===== src/rtl/tstate_sequencer_if.sv =====
// Bus-control and datapath-strobe bundle between the T-state sequencer and the 8085 datapath.
// master = sequencer side, slave = datapath / bus side.
interface tstate_sequencer_if;
    logic       ready;
    logic [7:0] ir;
    logic       pc_rw, bc_rw, de_rw, hl_rw;
    logic       dreg_rd, dreg_wr, dreg_inc, dreg_cnt;
    logic       lreg_rd, lreg_wr, rreg_rd, rreg_wr;
    logic       dbus_to_instr_reg;
    logic       write_dbus_to_alu_tmp, dbus_to_act, alu_to_a, sel_alu_a, alu_a_to_dbus;
    logic [2:0] t_state;
    logic [1:0] m_cycle;
    logic       halted, bus_timeout;

    modport master (
        input  ready, ir,
        output pc_rw, bc_rw, de_rw, hl_rw, dreg_rd, dreg_wr, dreg_inc, dreg_cnt,
               lreg_rd, lreg_wr, rreg_rd, rreg_wr, dbus_to_instr_reg,
               write_dbus_to_alu_tmp, dbus_to_act, alu_to_a, sel_alu_a, alu_a_to_dbus,
               t_state, m_cycle, halted, bus_timeout
    );

    modport slave (
        output ready, ir,
        input  pc_rw, bc_rw, de_rw, hl_rw, dreg_rd, dreg_wr, dreg_inc, dreg_cnt,
               lreg_rd, lreg_wr, rreg_rd, rreg_wr, dbus_to_instr_reg,
               write_dbus_to_alu_tmp, dbus_to_act, alu_to_a, sel_alu_a, alu_a_to_dbus,
               t_state, m_cycle, halted, bus_timeout
    );
endinterface


===== src/rtl/tstate_sequencer.sv =====
// 8085 machine-cycle / T-state sequencer: M1 fetch, MOV r,r, MVI r,d8, NOP, HLT.
// Define READY_WAIT_EN to enable ready-driven TW states with WAIT_TIMEOUT bus timeout.
module tstate_sequencer #(
    parameter int unsigned WAIT_TIMEOUT = 8
) (
    input logic          clk,
    input logic          rst_n,
    tstate_sequencer_if.master io_bus
);
    // State encoding doubles as the t_state output code.
    typedef enum logic [2:0] {
        S_RST = 3'd0, S_T1 = 3'd1, S_T2 = 3'd2, S_T3 = 3'd3,
        S_T4  = 3'd4, S_T5 = 3'd5, S_TW = 3'd6, S_HALT = 3'd7
    } state_t;

    typedef struct packed {
        logic bc, de, hl, hi, lo, a;
    } sel_t;

    function automatic sel_t reg_sel(input logic [2:0] code);
        sel_t s;
        s = '0;
        case (code)
            3'b000: begin s.bc = 1'b1; s.hi = 1'b1; end
            3'b001: begin s.bc = 1'b1; s.lo = 1'b1; end
            3'b010: begin s.de = 1'b1; s.hi = 1'b1; end
            3'b011: begin s.de = 1'b1; s.lo = 1'b1; end
            3'b100: begin s.hl = 1'b1; s.hi = 1'b1; end
            3'b101: begin s.hl = 1'b1; s.lo = 1'b1; end
            3'b111: s.a = 1'b1;
            default: ;
        endcase
        return s;
    endfunction

    state_t     r_state;
    logic [1:0] r_mc;
    logic [7:0] r_ir;
    logic       w_mov, w_mvi;
    sel_t       w_src, w_dst;

    // Code 110 (memory operand) in either field falls back to NOP; 76h is caught as HLT first.
    assign w_mov = (io_bus.ir[7:6] == 2'b01) && (io_bus.ir[5:3] != 3'b110) && (io_bus.ir[2:0] != 3'b110);
    assign w_mvi = (io_bus.ir[7:6] == 2'b00) && (io_bus.ir[2:0] == 3'b110) && (io_bus.ir[5:3] != 3'b110);

`ifdef READY_WAIT_EN
    logic [3:0] r_wcnt;
    logic       r_timeout;
`endif

    always_ff @(posedge clk or negedge rst_n) begin
        if (!rst_n) begin
            r_state <= S_RST;
            r_mc    <= 2'd0;
            r_ir    <= 8'h00;
`ifdef READY_WAIT_EN
            r_wcnt    <= 4'd0;
            r_timeout <= 1'b0;
`endif
        end else begin
`ifdef READY_WAIT_EN
            r_timeout <= 1'b0;
`endif
            case (r_state)
                S_RST: begin
                    r_state <= S_T1;
                    r_mc    <= 2'd1;
                end
                S_T1: begin
                    r_state <= S_T2;
`ifdef READY_WAIT_EN
                    r_wcnt  <= 4'd0;
`endif
                end
`ifdef READY_WAIT_EN
                S_T2: r_state <= io_bus.ready ? S_T3 : S_TW;
                S_TW: begin
                    if (io_bus.ready) begin
                        r_state <= S_T3;
                    end else if (r_wcnt == 4'(WAIT_TIMEOUT - 1)) begin
                        r_state   <= S_T3;
                        r_timeout <= 1'b1;
                    end else begin
                        r_wcnt <= r_wcnt + 4'd1;
                    end
                end
`else
                S_T2: r_state <= S_T3;
                S_TW: r_state <= S_T3;
`endif
                S_T3: begin
                    if (r_mc == 2'd2) begin
                        r_state <= S_T1;
                        r_mc    <= 2'd1;
                    end else begin
                        r_state <= S_T4;
                    end
                end
                S_T4: begin
                    r_ir <= io_bus.ir;
                    if (io_bus.ir == 8'h76) begin
                        r_state <= S_HALT;
                    end else if (w_mov) begin
                        r_state <= S_T5;
                    end else if (w_mvi) begin
                        r_state <= S_T1;
                        r_mc    <= 2'd2;
                    end else begin
                        r_state <= S_T1;
                    end
                end
                S_T5:    r_state <= S_T1;
                default: r_state <= S_HALT;
            endcase
        end
    end

    // Strobes decode the registered state; T4 source reads use ir, which is valid throughout T4.
    always_comb begin
        w_src = reg_sel(io_bus.ir[2:0]);
        w_dst = reg_sel(r_ir[5:3]);
        io_bus.pc_rw = 1'b0;  io_bus.bc_rw = 1'b0;  io_bus.de_rw = 1'b0;  io_bus.hl_rw = 1'b0;
        io_bus.dreg_rd = 1'b0; io_bus.dreg_wr = 1'b0; io_bus.dreg_inc = 1'b0; io_bus.dreg_cnt = 1'b0;
        io_bus.lreg_rd = 1'b0; io_bus.lreg_wr = 1'b0; io_bus.rreg_rd = 1'b0; io_bus.rreg_wr = 1'b0;
        io_bus.dbus_to_instr_reg = 1'b0;
        io_bus.write_dbus_to_alu_tmp = 1'b0;
        io_bus.dbus_to_act = 1'b0;   io_bus.alu_to_a = 1'b0;
        io_bus.sel_alu_a = 1'b0;     io_bus.alu_a_to_dbus = 1'b0;
        case (r_state)
            S_T1: begin
                io_bus.pc_rw = 1'b1; io_bus.dreg_rd = 1'b1;
                io_bus.dreg_inc = 1'b1; io_bus.dreg_cnt = 1'b1;
            end
            S_T3: begin
                if (r_mc == 2'd1) begin
                    io_bus.dbus_to_instr_reg = 1'b1;
                end else begin
                    io_bus.bc_rw = w_dst.bc; io_bus.de_rw = w_dst.de; io_bus.hl_rw = w_dst.hl;
                    io_bus.lreg_wr = w_dst.hi; io_bus.rreg_wr = w_dst.lo;
                    io_bus.dbus_to_act = w_dst.a; io_bus.alu_to_a = w_dst.a;
                end
            end
            S_T4: begin
                if (w_mov) begin
                    io_bus.bc_rw = w_src.bc; io_bus.de_rw = w_src.de; io_bus.hl_rw = w_src.hl;
                    io_bus.lreg_rd = w_src.hi; io_bus.rreg_rd = w_src.lo;
                    io_bus.sel_alu_a = w_src.a; io_bus.alu_a_to_dbus = w_src.a;
                    io_bus.write_dbus_to_alu_tmp = 1'b1;
                end
            end
            S_T5: begin
                io_bus.bc_rw = w_dst.bc; io_bus.de_rw = w_dst.de; io_bus.hl_rw = w_dst.hl;
                io_bus.lreg_wr = w_dst.hi; io_bus.rreg_wr = w_dst.lo;
                io_bus.dbus_to_act = w_dst.a; io_bus.alu_to_a = w_dst.a;
                io_bus.alu_a_to_dbus = 1'b1;
            end
            default: ;
        endcase
        io_bus.t_state = r_state;
        io_bus.m_cycle = r_mc;
        io_bus.halted  = (r_state == S_HALT);
`ifdef READY_WAIT_EN
        io_bus.bus_timeout = r_timeout;
`else
        io_bus.bus_timeout = 1'b0;
`endif
    end
endmodule


===== src/flat_wrapper.sv =====
// flat-port wrapper written by rule: the top's interface ports become plain ports
module tstate_sequencer_flat 
#(
    parameter int unsigned WAIT_TIMEOUT = 8
)
  (clk, rst_n, io_bus_ready, io_bus_ir, io_bus_pc_rw, io_bus_bc_rw, io_bus_de_rw, io_bus_hl_rw, io_bus_dreg_rd, io_bus_dreg_wr, io_bus_dreg_inc, io_bus_dreg_cnt, io_bus_lreg_rd, io_bus_lreg_wr, io_bus_rreg_rd, io_bus_rreg_wr, io_bus_dbus_to_instr_reg, io_bus_write_dbus_to_alu_tmp, io_bus_dbus_to_act, io_bus_alu_to_a, io_bus_sel_alu_a, io_bus_alu_a_to_dbus, io_bus_t_state, io_bus_m_cycle, io_bus_halted, io_bus_bus_timeout);
  tstate_sequencer_if io_bus_i ();
  input logic clk;
  input logic rst_n;
  input wire logic [$bits(io_bus_i.ready)-1:0] io_bus_ready;
  input wire logic [$bits(io_bus_i.ir)-1:0] io_bus_ir;
  output wire logic [$bits(io_bus_i.pc_rw)-1:0] io_bus_pc_rw;
  output wire logic [$bits(io_bus_i.bc_rw)-1:0] io_bus_bc_rw;
  output wire logic [$bits(io_bus_i.de_rw)-1:0] io_bus_de_rw;
  output wire logic [$bits(io_bus_i.hl_rw)-1:0] io_bus_hl_rw;
  output wire logic [$bits(io_bus_i.dreg_rd)-1:0] io_bus_dreg_rd;
  output wire logic [$bits(io_bus_i.dreg_wr)-1:0] io_bus_dreg_wr;
  output wire logic [$bits(io_bus_i.dreg_inc)-1:0] io_bus_dreg_inc;
  output wire logic [$bits(io_bus_i.dreg_cnt)-1:0] io_bus_dreg_cnt;
  output wire logic [$bits(io_bus_i.lreg_rd)-1:0] io_bus_lreg_rd;
  output wire logic [$bits(io_bus_i.lreg_wr)-1:0] io_bus_lreg_wr;
  output wire logic [$bits(io_bus_i.rreg_rd)-1:0] io_bus_rreg_rd;
  output wire logic [$bits(io_bus_i.rreg_wr)-1:0] io_bus_rreg_wr;
  output wire logic [$bits(io_bus_i.dbus_to_instr_reg)-1:0] io_bus_dbus_to_instr_reg;
  output wire logic [$bits(io_bus_i.write_dbus_to_alu_tmp)-1:0] io_bus_write_dbus_to_alu_tmp;
  output wire logic [$bits(io_bus_i.dbus_to_act)-1:0] io_bus_dbus_to_act;
  output wire logic [$bits(io_bus_i.alu_to_a)-1:0] io_bus_alu_to_a;
  output wire logic [$bits(io_bus_i.sel_alu_a)-1:0] io_bus_sel_alu_a;
  output wire logic [$bits(io_bus_i.alu_a_to_dbus)-1:0] io_bus_alu_a_to_dbus;
  output wire logic [$bits(io_bus_i.t_state)-1:0] io_bus_t_state;
  output wire logic [$bits(io_bus_i.m_cycle)-1:0] io_bus_m_cycle;
  output wire logic [$bits(io_bus_i.halted)-1:0] io_bus_halted;
  output wire logic [$bits(io_bus_i.bus_timeout)-1:0] io_bus_bus_timeout;
  assign io_bus_i.ready = io_bus_ready;
  assign io_bus_i.ir = io_bus_ir;
  assign io_bus_pc_rw = io_bus_i.pc_rw;
  assign io_bus_bc_rw = io_bus_i.bc_rw;
  assign io_bus_de_rw = io_bus_i.de_rw;
  assign io_bus_hl_rw = io_bus_i.hl_rw;
  assign io_bus_dreg_rd = io_bus_i.dreg_rd;
  assign io_bus_dreg_wr = io_bus_i.dreg_wr;
  assign io_bus_dreg_inc = io_bus_i.dreg_inc;
  assign io_bus_dreg_cnt = io_bus_i.dreg_cnt;
  assign io_bus_lreg_rd = io_bus_i.lreg_rd;
  assign io_bus_lreg_wr = io_bus_i.lreg_wr;
  assign io_bus_rreg_rd = io_bus_i.rreg_rd;
  assign io_bus_rreg_wr = io_bus_i.rreg_wr;
  assign io_bus_dbus_to_instr_reg = io_bus_i.dbus_to_instr_reg;
  assign io_bus_write_dbus_to_alu_tmp = io_bus_i.write_dbus_to_alu_tmp;
  assign io_bus_dbus_to_act = io_bus_i.dbus_to_act;
  assign io_bus_alu_to_a = io_bus_i.alu_to_a;
  assign io_bus_sel_alu_a = io_bus_i.sel_alu_a;
  assign io_bus_alu_a_to_dbus = io_bus_i.alu_a_to_dbus;
  assign io_bus_t_state = io_bus_i.t_state;
  assign io_bus_m_cycle = io_bus_i.m_cycle;
  assign io_bus_halted = io_bus_i.halted;
  assign io_bus_bus_timeout = io_bus_i.bus_timeout;
  tstate_sequencer #(.WAIT_TIMEOUT(WAIT_TIMEOUT)) u_core (.clk(clk), .rst_n(rst_n), .io_bus(io_bus_i));
endmodule

===== config.mk =====
export PLATFORM = sky130hd
export DESIGN_NAME = tstate_sequencer_flat
export DESIGN_NICKNAME = d
export VERILOG_FILES = /design/src/rtl/tstate_sequencer_if.sv /design/src/rtl/tstate_sequencer.sv /design/src/flat_wrapper.sv
export SDC_FILE = /design/constraint.sdc
export NUM_CORES = 1
export LEC_CHECK = 0
export BUFFER_PORTS_ARGS = -buffer_cell sky130_fd_sc_hd__buf_4
export CAP_MARGIN = 25
export CORE_AREA = 4 4 45 47
export CTS_BUF_LIST = sky130_fd_sc_hd__clkbuf_2
export CTS_CLUSTER_DIAMETER = 200
export CTS_CLUSTER_SIZE = 28
export DETAILED_ROUTE_END_ITERATION = 8
export DIE_AREA = 0 0 49 51
export PLACE_DENSITY = 0.72
export RECOVER_POWER = 50
export SLEW_MARGIN = 30
export SYNTH_ARGS = -nofsm -noshare
export SYNTH_HDL_FRONTEND = slang
export SYNTH_SLANG_ARGS = --single-unit

===== constraint.sdc =====
create_clock -name clk -period 1.44 [get_ports clk]
set_input_delay 0.144 -clock clk [delete_from_list [all_inputs] [get_ports clk]]
set_output_delay 0.144 -clock clk [all_outputs]
set_load 0.02 [all_outputs]

==> impl_table.tex, run 1 <==
\begin{tabular}{lr}
\hline
Metric & Value \\
\hline
\multicolumn{2}{l}{\textbf{Clock tree}} \\
\quad Inserted Clock Buffers & 3 \\
\quad \# clock sinks & 8 \\
\quad Maximum clock path buffer count & 2 \\
\quad Clock latency at the later pin of the worst-skew pair & 0.25 ns \\
\quad Root buf cell & sky130\_fd\_sc\_hd\_\_clkbuf\_2 \\
\quad Clock H-tree levels & 1 \\
\quad CTS tree & yes \\
\quad Clk slew on worst S/H paths & 0.09 ns \\
\multicolumn{2}{l}{\textbf{Placed design}} \\
\quad Post-placement setup slack & -0.163 ns \\
\quad Dpl cells & 126 \\
\quad Detailed Place HPWL & 1370 um \\
\quad Count of input and output buffers & 32 \\
\quad Area post-placement & 980 um2 \\
\quad Global placer's final weighted congestion & 0.742 \\
\multicolumn{2}{l}{\textbf{Setup path}} \\
\quad Critical path start-end classification & reg -> out \\
\quad Largest fanout of any net on the critical path & 4 \\
\quad Worst endpoint data arrival time & 1.69 ns \\
\quad CP endpoint kind & output pin \\
\quad Startpoint class of the critical path & register \\
\quad Slowest cell on the critical path & sky130\_fd\_sc\_hd\_\_dfrtp\_2 \\
\quad Cell family with most CP delay & simple AND/OR/NAND/NOR gates \\
\quad CP bufs+invs & 1 \\
\quad Data required time of the critical path & 1.30 ns \\
\quad Ordered list of cells on the worst path & nor4b\_4, nand3\_2, or2\_4, o32ai\_4, buf\_6 \\
\quad Max stage delay on crit path & 0.43 ns \\
\multicolumn{2}{l}{\textbf{Routing}} \\
\quad Detailed-router iteration count before antenna repair & 4 \\
\quad Drt wl/cell & 14.7 um \\
\quad DRT antenna net count & 0 \\
\quad Vias per Instance & 5.18 \\
\quad DR vias & 730 \\
\quad Detailed router's first-iteration violation count & 15 \\
\quad Final wirelength & 2070 um \\
\quad Drc violations & 0 \\
\multicolumn{2}{l}{\textbf{Synth}} \\
\quad Top cell type's share of synthesized area & 33.3\% \\
\quad Post-synth top area cell & sky130\_fd\_sc\_hd\_\_dfrtp\_1 \\
\quad Number of warnings printed during yosys synthesis & 0 \\
\quad Sequential share of the synthesized area & 33.3\% \\
\quad Most used standard cell by instance count after synthesis & sky130\_fd\_sc\_hd\_\_nand2\_1 \\
\quad Count of distinct cell types in the synthesized netlist & 32 \\
\quad Post-synthesis area per instance & 8.34 um2 \\
\quad Ys flop type & sky130\_fd\_sc\_hd\_\_dfrtp\_1 \\
\quad Number of enable-type register cells in the synthesized netlist & 0 \\
\quad Ranking of synthesized cells by instance count & sky130\_fd\_sc\_hd\_\_nand2\_1, sky130\_fd\_sc\_hd\_\_dfrtp\_1, sky130\_fd\_sc\_hd\_\_buf\_4, sky130\_fd\_sc\_hd\_\_inv\_1, sky130\_fd\_sc\_hd\_\_nor2\_1 \\
\quad Post-synthesis cell count & 72 \\
\quad Leading post-synthesis cells by cell area & sky130\_fd\_sc\_hd\_\_dfrtp\_1, sky130\_fd\_sc\_hd\_\_buf\_4, sky130\_fd\_sc\_hd\_\_nand2\_1 \\
\quad Flip-flop and latch count after synthesis & 8 \\
\quad Post-synth ARST share & 100\% \\
\quad Syn Std Cell Area & 601 um2 \\
\multicolumn{2}{l}{\textbf{Power and ir drop}} \\
\quad Post-layout total power & 2.22 mW \\
\quad Leak & 0.592 nW \\
\quad Power per unit of standard cell area & 1800 mW/mm2 \\
\quad Highest ir drop seen on vdd & 1.32 mV \\
\multicolumn{2}{l}{\textbf{Die}} \\
\quad Number of primary I/O pins & 36 \\
\quad Core region area & 0.00165 mm2 \\
\quad DIE WIDTH & 49 um \\
\quad Count of standard-cell rows & 15 \\
\quad Die area & 0.00250 mm2 \\
\quad Die span in y & 51 um \\
\quad Initial Util & 36.4\% \\
\multicolumn{2}{l}{\textbf{Cells and area}} \\
\quad NumNets Final & 136 \\
\quad Number of inserted diodes & 0 \\
\quad Fraction of layout instances using a drive strength above 1 & 62.1\% \\
\quad Non-filler cells in the finished layout & 141 \\
\quad Area added between synthesis and finish & 105\% \\
\quad Layout Utilization & 74.5\% \\
\quad Post-route cell area & 0.00123 mm2 \\
\multicolumn{2}{l}{\textbf{Worst hold path}} \\
\quad Worst min-delay path category & in -> reg \\
\multicolumn{2}{l}{\textbf{Outcome}} \\
\quad Run status & finished, violations left \\
\quad Violations in the final reports & negative setup slack \\
\multicolumn{2}{l}{\textbf{Global route}} \\
\quad Met2 Use GR & 31.7\% \\
\quad Layer with the highest usage & met2 \\
\quad Vias in the first global route & 726 \\
\quad Met1 Use GR & 19.5\% \\
\quad First-pass GRT wire length & 3390 um \\
\quad Number of antenna violations at the first check in global routing & 0 \\
\quad Gr ovfl total & 0 \\
\quad Aggregate global-route resource usage & 17.5\% \\
\quad Largest net degree at the start of global routing & 9 \\
\quad Global routing usage on met3 & 2.62\% \\
\multicolumn{2}{l}{\textbf{STA}} \\
\quad Setup repair after global routing missed its margin & yes \\
\quad Final hold viol count & 0 \\
\quad Setup violation total in the final timing report & 18 \\
\quad Slew Limit Fails & 0 \\
\quad Final period demand of the worst path & 1.83 ns \\
\quad Final-layout setup total negative slack & -4.30 ns \\
\quad Fmax & 0.546 GHz \\
\quad Final critical-path setup slack & -0.392 ns \\
\quad Fin Hold WS & 0.110 ns \\
\quad Worst clock skew & 0.00284 ns \\
\quad Portion of the clock cycle consumed by the worst path in the final layout & 127\% \\
\multicolumn{2}{l}{\textbf{Run}} \\
\quad Max-cap viol count & 0 \\
\hline
\end{tabular}
==> sequential cells by signal, indices dropped and copies added, names as in the netlist <==
register,cells
u_core.r_ir,3
u_core.io_bus.t_state,3
u_core.io_bus.m_cycle,2
==> metal layers <==
metal  vias up  wire (um)
met1       347        806
met3         4        110
met5         -          0
li1        351          -
met2        28       1130
met4         0         22
==> placed cells by master (no fill, tap or decap), types with 2 or more instances in the layout <==
cell type | Yosys | routed
sky130_fd_sc_hd__buf_12 | 0 | 2
sky130_fd_sc_hd__buf_4 | 6 | 32
sky130_fd_sc_hd__buf_6 | 1 | 18
sky130_fd_sc_hd__clkbuf_1 | 0 | 2
sky130_fd_sc_hd__clkbuf_2 | 0 | 4
sky130_fd_sc_hd__conb_1 | 1 | 2
sky130_fd_sc_hd__dfrtp_1 | 8 | 6
sky130_fd_sc_hd__dfrtp_2 | 0 | 2
sky130_fd_sc_hd__inv_1 | 6 | 6
sky130_fd_sc_hd__nand2_1 | 9 | 7
sky130_fd_sc_hd__nand2_4 | 0 | 2
sky130_fd_sc_hd__nand3_1 | 2 | 2
sky130_fd_sc_hd__nor2_1 | 6 | 3
sky130_fd_sc_hd__nor2_4 | 0 | 3
sky130_fd_sc_hd__nor3b_2 | 0 | 2
sky130_fd_sc_hd__o21ai_0 | 3 | 3
sky130_fd_sc_hd__o22ai_1 | 2 | 2
sky130_fd_sc_hd__o32ai_4 | 0 | 2
==> tightest hold or removal path, delay by kind of cell <==
family	cells	cell delay [ns]
AOI/OAI and AO/OA	1	0.06
buffers and inverters	1	0.08
and+or+nand+nor	1	0.04
==> logic make-up after synthesis <==
| group | count (synthesis) | share of synthesized area, % |
|---|---|---|
| simple gates | 31 | 30.0 |
| flops | 8 | 33.3 |
| other cells | 1 | 0.624 |
| buf+inv | 14 | 14.0 |
| compound gates | 16 | 19.2 |
| xor+xnor | 2 | 2.92 |
==> power breakdown <==
group	leakage, nW	internal, mW	switching, mW
combinational	0.482	0.810	0.819
sequential	0.0932	0.316	0.109
clock	0.0166	0.0738	0.0903
total	0.592	1.20	1.02
==> layout make-up <==
| cell class | instances | area (um2) |
|---|---|---|
| multi-input combinational | 51 | 463 |
| sequential | 8 | 203 |
| timing repair buffer | 55 | 500 |
| clock buffer | 4 | 20.0 |
| tap | 17 | 21.3 |
| fill | 133 | 422 |
| inverter | 6 | 22.5 |
==> what timing repair did <==
action                                  4_1_cts  5_1_grt
pin swaps                                     8        1
buffers inserted                              9        2
hold endpoints to repair                      8        0
endpoints found under the setup margin       17       18
hold buffers                                  1        0
resized for setup                            27        4
==> worst paths after layout <==
kind	end	depth (start not counted)	slack, ns	startpoint
max	io_bus_hl_rw	5	-0.39	u_core.io_bus.t_state[0]$_DFF_PN0_
min	u_core.r_ir[3]$_DFFE_PN0P_	3	0.11	io_bus_ir[3]
max reg2reg	u_core.io_bus.m_cycle[1]$_DFFE_PN0P_	5	0.07	u_core.io_bus.m_cycle[1]$_DFFE_PN0P_
min reg2reg	u_core.io_bus.t_state[2]$_DFF_PN0_	3	0.63	u_core.io_bus.t_state[0]$_DFF_PN0_
max in group asynchronous	u_core.io_bus.t_state[1]$_DFF_PN0_	2	0.74	rst_n
min in group asynchronous	u_core.io_bus.m_cycle[1]$_DFFE_PN0P_	2	0.35	rst_n
Note: power is estimated with default switching activity, not from simulation.
==> inputs of run 2 (changes only) <==
Settings changed: CORE_AREA 4 4 45 47 to 4 4 44 46, DIE_AREA 0 0 49 51 to 0 0 48 50, PLACE_DENSITY 0.72 to 0.73, SLEW_MARGIN 30 to 10.
Clock period 1.44 ns to 2.2 ns, I/O delays scaled along.
==> impl_table.tex, run 2 (synthesis results as in run 1) <==
\begin{tabular}{lr}
\hline
Metric & Value \\
\hline
\multicolumn{2}{l}{\textbf{Outcome}} \\
\quad Run status & completed \\
\multicolumn{2}{l}{\textbf{Clock tree}} \\
\quad CTS tree & yes \\
\quad \# clock sinks & 8 \\
\quad Clock latency at the later pin of the worst-skew pair & 0.25 ns \\
\quad Root buf cell & sky130\_fd\_sc\_hd\_\_clkbuf\_2 \\
\quad Clk slew on worst S/H paths & 0.08 ns \\
\quad Post-CTS setup buffers & 0 \\
\quad Inserted Clock Buffers & 3 \\
\quad Clock H-tree levels & 1 \\
\quad Maximum clock path buffer count & 2 \\
\multicolumn{2}{l}{\textbf{Cells and area}} \\
\quad Non-filler cells in the finished layout & 118 \\
\quad NumNets Final & 115 \\
\quad Top library cells by usage in the layout, fill and taps aside & sky130\_fd\_sc\_hd\_\_buf\_4, sky130\_fd\_sc\_hd\_\_nand2\_1, sky130\_fd\_sc\_hd\_\_dfrtp\_1, sky130\_fd\_sc\_hd\_\_inv\_1, sky130\_fd\_sc\_hd\_\_nor2\_1 \\
\quad Storage cell area & 201 um2 \\
\quad Fraction of layout instances using a drive strength above 1 & 35.3\% \\
\quad Footprint of the multi-input gates & 320 um2 \\
\quad Area added between synthesis and finish & 36.9\% \\
\quad Post-route cell area & 822 um2 \\
\quad Number of inserted diodes & 0 \\
\quad Final-layout fill cell count & 145 \\
\quad Most common cell after layout, fill and taps aside & sky130\_fd\_sc\_hd\_\_buf\_4 \\
\multicolumn{2}{l}{\textbf{Global route}} \\
\quad Met2 Use GR & 20.9\% \\
\quad Layer with the highest usage & met2 \\
\quad Vias in the first global route & 570 \\
\quad Global routing usage on met3 & 1.82\% \\
\quad Met1 Use GR & 18.1\% \\
\quad Number of antenna violations at the first check in global routing & 0 \\
\quad First-pass GRT wire length & 2420 um \\
\quad Largest net degree at the start of global routing & 11 \\
\quad Aggregate global-route resource usage & 14.5\% \\
\quad Gr ovfl total & 0 \\
\multicolumn{2}{l}{\textbf{Die}} \\
\quad DIE WIDTH & 48 um \\
\quad Initial Util & 39.9\% \\
\quad Number of primary I/O pins & 36 \\
\quad Die span in y & 50 um \\
\quad Die area & 0.00240 mm2 \\
\quad Count of standard-cell rows & 14 \\
\quad Core region area & 0.00151 mm2 \\
\multicolumn{2}{l}{\textbf{Power and ir drop}} \\
\quad Leak & 0.413 nW \\
\quad Post-layout total power & 0.943 mW \\
\quad Power per unit of standard cell area & 1150 mW/mm2 \\
\quad Fraction of power spent switching nets & 49.0\% \\
\quad Clock power frac & 9.8\% \\
\quad Seq pwr share & 29.3\% \\
\quad Part of the power in combinational logic & 61.0\% \\
\quad Internal Pwr Total & 0.481 mW \\
\quad Net switching power & 0.462 mW \\
\quad Highest ir drop seen on vdd & 0.423 mV \\
\multicolumn{2}{l}{\textbf{Setup path}} \\
\quad Data required time of the critical path & 1.98 ns \\
\quad Largest fanout of any net on the critical path & 9 \\
\quad Register-to-register setup slack & 0.83 ns \\
\quad Critical path start-end classification & reg -> out \\
\quad Worst endpoint data arrival time & 1.79 ns \\
\quad Startpoint class of the critical path & register \\
\quad CP endpoint kind & output pin \\
\multicolumn{2}{l}{\textbf{Routing}} \\
\quad DRT antenna net count & 0 \\
\quad Final wirelength & 1500 um \\
\quad DR vias & 595 \\
\quad Drc violations & 0 \\
\quad Drt wl/cell & 12.7 um \\
\quad Detailed-router iteration count before antenna repair & 4 \\
\quad Vias per Instance & 5.04 \\
\quad Detailed router's first-iteration violation count & 2 \\
\multicolumn{2}{l}{\textbf{STA}} \\
\quad Slew Limit Fails & 0 \\
\quad Final period demand of the worst path & 2.01 ns \\
\quad Worst clock skew & 0.00444 ns \\
\quad Max\_slew headroom & 62.7\% \\
\quad Pin slew with the least headroom to its limit & 0.556 ns \\
\quad Final-layout setup total negative slack & 0 ns \\
\quad Portion of the clock cycle consumed by the worst path in the final layout & 91.2\% \\
\quad Setup violation total in the final timing report & 0 \\
\quad Setup repair after global routing missed its margin & no \\
\quad Final hold viol count & 0 \\
\quad Fmax & 0.499 GHz \\
\quad Final critical-path setup slack & 0.194 ns \\
\multicolumn{2}{l}{\textbf{Placed design}} \\
\quad Detailed Place HPWL & 1220 um \\
\quad Global placer's final weighted congestion & 0.796 \\
\quad Dpl cells & 114 \\
\quad Area post-placement & 811 um2 \\
\quad Count of input and output buffers & 32 \\
\quad Post-placement setup slack & 0.438 ns \\
\multicolumn{2}{l}{\textbf{Worst hold path}} \\
\quad Worst min-delay path category & in -> reg \\
\multicolumn{2}{l}{\textbf{Run}} \\
\quad Max-cap viol count & 0 \\
\hline
\end{tabular}
run 2: changes by cell type in the layout (fill, tap and decap cells not counted), sizes merged:
cell	delta
clkbuf	+1
buf	-23
run 2: worst paths after layout:
| path | from | end | cells past startpoint |
|---|---|---|---|
| hold reg to reg | u_core.io_bus.t_state[2]$_DFF_PN0_ | u_core.io_bus.m_cycle[0]$_DFFE_PN0P_ | 1 |
| min in group asynchronous | rst_n | u_core.io_bus.t_state[2]$_DFF_PN0_ | 2 |
| setup / recovery | u_core.io_bus.t_state[0]$_DFF_PN0_ | io_bus_hl_rw | 5 |
| max in group asynchronous | rst_n | u_core.io_bus.t_state[0]$_DFF_PN0_ | 2 |
| hold / removal | io_bus_ir[0] | u_core.io_bus.t_state[1]$_DFF_PN0_ | 2 |
| setup reg to reg | u_core.io_bus.t_state[1]$_DFF_PN0_ | u_core.r_ir[5]$_DFFE_PN0P_ | 3 |
run 2: cell type report:
type	count	area share [%]
Multi-Input combinational cell	51	39.0
Timing Repair Buffer	34	29.5
Sequential cell	8	24.5
Inverter	6	2.74
Tap cell	16	2.44
Clock buffer	3	1.83
run 2: power by group through the flow:
stage          clock network [mW]  registers, mW  logic, mW
2_1_floorplan                   0          0.280      0.407
3_3_place_gp                    0          0.276      0.580
3_5_place_dp                    0          0.278      0.585
4_1_cts                    0.0965          0.275      0.589
5_1_grt                     0.104          0.286      0.625
6_report                   0.0922          0.276      0.575
run 2: repair_timing:
action	CTS	global route
endpoints found under the setup margin	0	2
endpoints found under the hold margin	8	0
resized for setup	0	1
hold buffers	1	0
run 2: worst max-delay path, cell delays in order (launching register included):
cell	delay [ns]
sky130_fd_sc_hd__dfrtp_2	0.49
sky130_fd_sc_hd__nor4b_4	0.33
sky130_fd_sc_hd__nand3_2	0.15
sky130_fd_sc_hd__or2_0	0.24
sky130_fd_sc_hd__o32ai_1	0.13
sky130_fd_sc_hd__buf_4	0.19
run 2: per-layer routing:
metal	vias to the layer above	part of all wire [%]
li1	307	-
met1	256	42
met2	27	46
met3	5	8.1
met4	0	3.7
met5	-	0
run 2: metrics by stage:
| step | util, % | hold slack (ns) |
|---|---|---|
| after floorplan | - | -0.0756 |
| after detailed placement | 53.8 | 0.0456 |
| final | 54.6 | 0.178 |
| after global routing | 54.6 | 0.178 |
| after global placement | 53.8 | 0.0447 |
| after CTS | 55.5 | 0.167 |
==> inputs of run 3 (changes only) <==
Settings changed: CORE_AREA 4 4 44 46 to 4 4 41 43, DIE_AREA 0 0 48 50 to 0 0 45 47, PLACE_DENSITY 0.73 to 0.84.
==> impl_table.tex, run 3 (synthesis results as in run 1) <==
\begin{tabular}{lr}
\hline
Metric & Value \\
\hline
\multicolumn{2}{l}{\textbf{Cells and area}} \\
\quad Area added between synthesis and finish & 35.8\% \\
\quad Number of inserted diodes & 0 \\
\quad Layout Utilization & 62.7\% \\
\quad Most common cell after layout, fill and taps aside & sky130\_fd\_sc\_hd\_\_buf\_4 \\
\quad Top library cells by usage in the layout, fill and taps aside & sky130\_fd\_sc\_hd\_\_buf\_4, sky130\_fd\_sc\_hd\_\_nand2\_1, sky130\_fd\_sc\_hd\_\_dfrtp\_1, sky130\_fd\_sc\_hd\_\_inv\_1, sky130\_fd\_sc\_hd\_\_nor2\_1 \\
\quad NumNets Final & 115 \\
\quad Fraction of layout instances using a drive strength above 1 & 33.3\% \\
\multicolumn{2}{l}{\textbf{Worst hold path}} \\
\quad Worst min-delay path category & in -> reg \\
\multicolumn{2}{l}{\textbf{Global route}} \\
\quad First-pass GRT wire length & 2460 um \\
\quad Vias in the first global route & 579 \\
\quad Aggregate global-route resource usage & 15.6\% \\
\quad Number of antenna violations at the first check in global routing & 0 \\
\quad Gr ovfl total & 0 \\
\quad Largest net degree at the start of global routing & 11 \\
\multicolumn{2}{l}{\textbf{Setup path}} \\
\quad Beginning of the critical path & u\_core.io\_bus.t\_state[0]\$\_DFF\_PN0\_ \\
\quad Register-to-register setup slack & 0.82 ns \\
\quad Slowest cell on the critical path & sky130\_fd\_sc\_hd\_\_dfrtp\_1 \\
\quad Worst endpoint data arrival time & 1.81 ns \\
\quad Data required time of the critical path & 1.98 ns \\
\quad Crit. path cell count & 5 \\
\quad CP bufs+invs & 1 \\
\quad Critical path start-end classification & reg -> out \\
\quad Largest fanout of any net on the critical path & 9 \\
\quad Worst r2r src & u\_core.io\_bus.t\_state[0]\$\_DFF\_PN0\_ \\
\quad Worst R2R End & u\_core.io\_bus.t\_state[1]\$\_DFF\_PN0\_ \\
\quad Reg2Reg Depth & 3 \\
\quad Startpoint class of the critical path & register \\
\quad Max stage delay on crit path & 0.49 ns \\
\quad CP endpoint kind & output pin \\
\quad Crit path to & io\_bus\_bc\_rw \\
\quad Ordered list of cells on the worst path & nor4b\_4, nand3\_2, or2\_0, o32ai\_1, buf\_4 \\
\quad Cell family with most CP delay & simple AND/OR/NAND/NOR gates \\
\multicolumn{2}{l}{\textbf{Clock tree}} \\
\quad CTS tree & yes \\
\quad Clock H-tree levels & 1 \\
\quad \# clock sinks & 8 \\
\quad \# resized after CTS & 0 \\
\quad Inserted Clock Buffers & 3 \\
\quad Root buf cell & sky130\_fd\_sc\_hd\_\_clkbuf\_2 \\
\quad Clk slew on worst S/H paths & 0.09 ns \\
\quad Maximum clock path buffer count & 2 \\
\quad Clock latency at the later pin of the worst-skew pair & 0.23 ns \\
\multicolumn{2}{l}{\textbf{Placed design}} \\
\quad Count of input and output buffers & 32 \\
\quad Global placer's final weighted congestion & 0.696 \\
\quad Post-placement setup slack & 0.416 ns \\
\quad Detailed Place HPWL & 1270 um \\
\multicolumn{2}{l}{\textbf{Routing}} \\
\quad DRT antenna net count & 0 \\
\quad Detailed router's first-iteration violation count & 11 \\
\quad DR vias & 606 \\
\quad Drt wl/cell & 13.1 um \\
\quad Drc violations & 0 \\
\quad Final wirelength & 1540 um \\
\quad Vias per Instance & 5.18 \\
\quad Detailed-router iteration count before antenna repair & 6 \\
\multicolumn{2}{l}{\textbf{Power and ir drop}} \\
\quad Highest ir drop seen on vdd & 0.526 mV \\
\quad Power per unit of standard cell area & 1140 mW/mm2 \\
\quad Leak & 0.410 nW \\
\multicolumn{2}{l}{\textbf{STA}} \\
\quad Setup violation total in the final timing report & 0 \\
\quad Final-layout setup total negative slack & 0 ns \\
\quad Fmax & 0.492 GHz \\
\quad Slew Limit Fails & 0 \\
\quad Final hold viol count & 0 \\
\quad Final period demand of the worst path & 2.03 ns \\
\quad Setup repair after global routing missed its margin & no \\
\quad Worst clock skew & 0.00898 ns \\
\quad Max\_slew headroom & 65.0\% \\
\quad Pin slew with the least headroom to its limit & 0.522 ns \\
\quad Portion of the clock cycle consumed by the worst path in the final layout & 92.4\% \\
\quad Final critical-path setup slack & 0.167 ns \\
\multicolumn{2}{l}{\textbf{Die}} \\
\quad DIE WIDTH & 45 um \\
\quad Die span in y & 47 um \\
\quad Die area & 0.00212 mm2 \\
\quad Number of primary I/O pins & 36 \\
\quad Core region area & 0.00130 mm2 \\
\quad Initial Util & 46.2\% \\
\quad Count of standard-cell rows & 13 \\
\multicolumn{2}{l}{\textbf{Outcome}} \\
\quad Run status & completed \\
\multicolumn{2}{l}{\textbf{Run}} \\
\quad Max-cap viol count & 0 \\
\hline
\end{tabular}
## run 3: cell types whose count changed in the layout (fill, tap and decap cells not counted), sizes merged
cell,delta
buf,-1
clkbuf,+1
## run 3: report_power, final
group | total, mW | switching [mW] | internal, mW | leakage [nW]
sequential | 0.274 | 0.0707 | 0.204 | 0.0949
combinational | 0.572 | 0.340 | 0.232 | 0.303
clock | 0.0878 | 0.0506 | 0.0372 | 0.0125
## run 3: how the worst min path moves through the flow
stage                      start                              endpoint  depth (start not counted)
floorplan                  rst_n  u_core.io_bus.m_cycle[0]$_DFFE_PN0P_                          0
global placement           rst_n            u_core.r_ir[5]$_DFFE_PN0P_                          1
detailed placement         rst_n            u_core.r_ir[3]$_DFFE_PN0P_                          1
CTS                 io_bus_ir[0]    u_core.io_bus.t_state[1]$_DFF_PN0_                          2
global route        io_bus_ir[4]            u_core.r_ir[4]$_DFFE_PN0P_                          3
finish              io_bus_ir[0]    u_core.io_bus.t_state[1]$_DFF_PN0_                          2
## run 3: routing by layer
layer,global-route usage (%),part of all wire [%]
met2,29.9,54
met1,17.0,39
met5,0,0
met3,1.92,5.3
met4,7.02,0.91
## run 3: repair_timing
| action | in CTS | in global routing |
|---|---|---|
| endpoints found under the hold margin | 8 | 0 |
| buffers inserted | 0 | 0 |
| hold buffers | 1 | 0 |
## run 3: area by class of cell
type	count	area, um2
fillers	132	485
multi-input cells	51	320
well taps	15	18.8
flip-flops and latches	8	200
inverters	6	22.5
clock buffers	3	15.0
repair buffers	34	239
## run 3: stage by stage
stage	instance area, um2	hold WS (ns)	power, mW	cells
floorplan	604	-0.0756	0.687	73
global placement	810	0.0426	0.855	113
detailed placement	810	0.0431	0.865	113
CTS	835	0.204	0.952	117
global route	816	0.192	1.00	117
finish	816	0.200	0.934	117
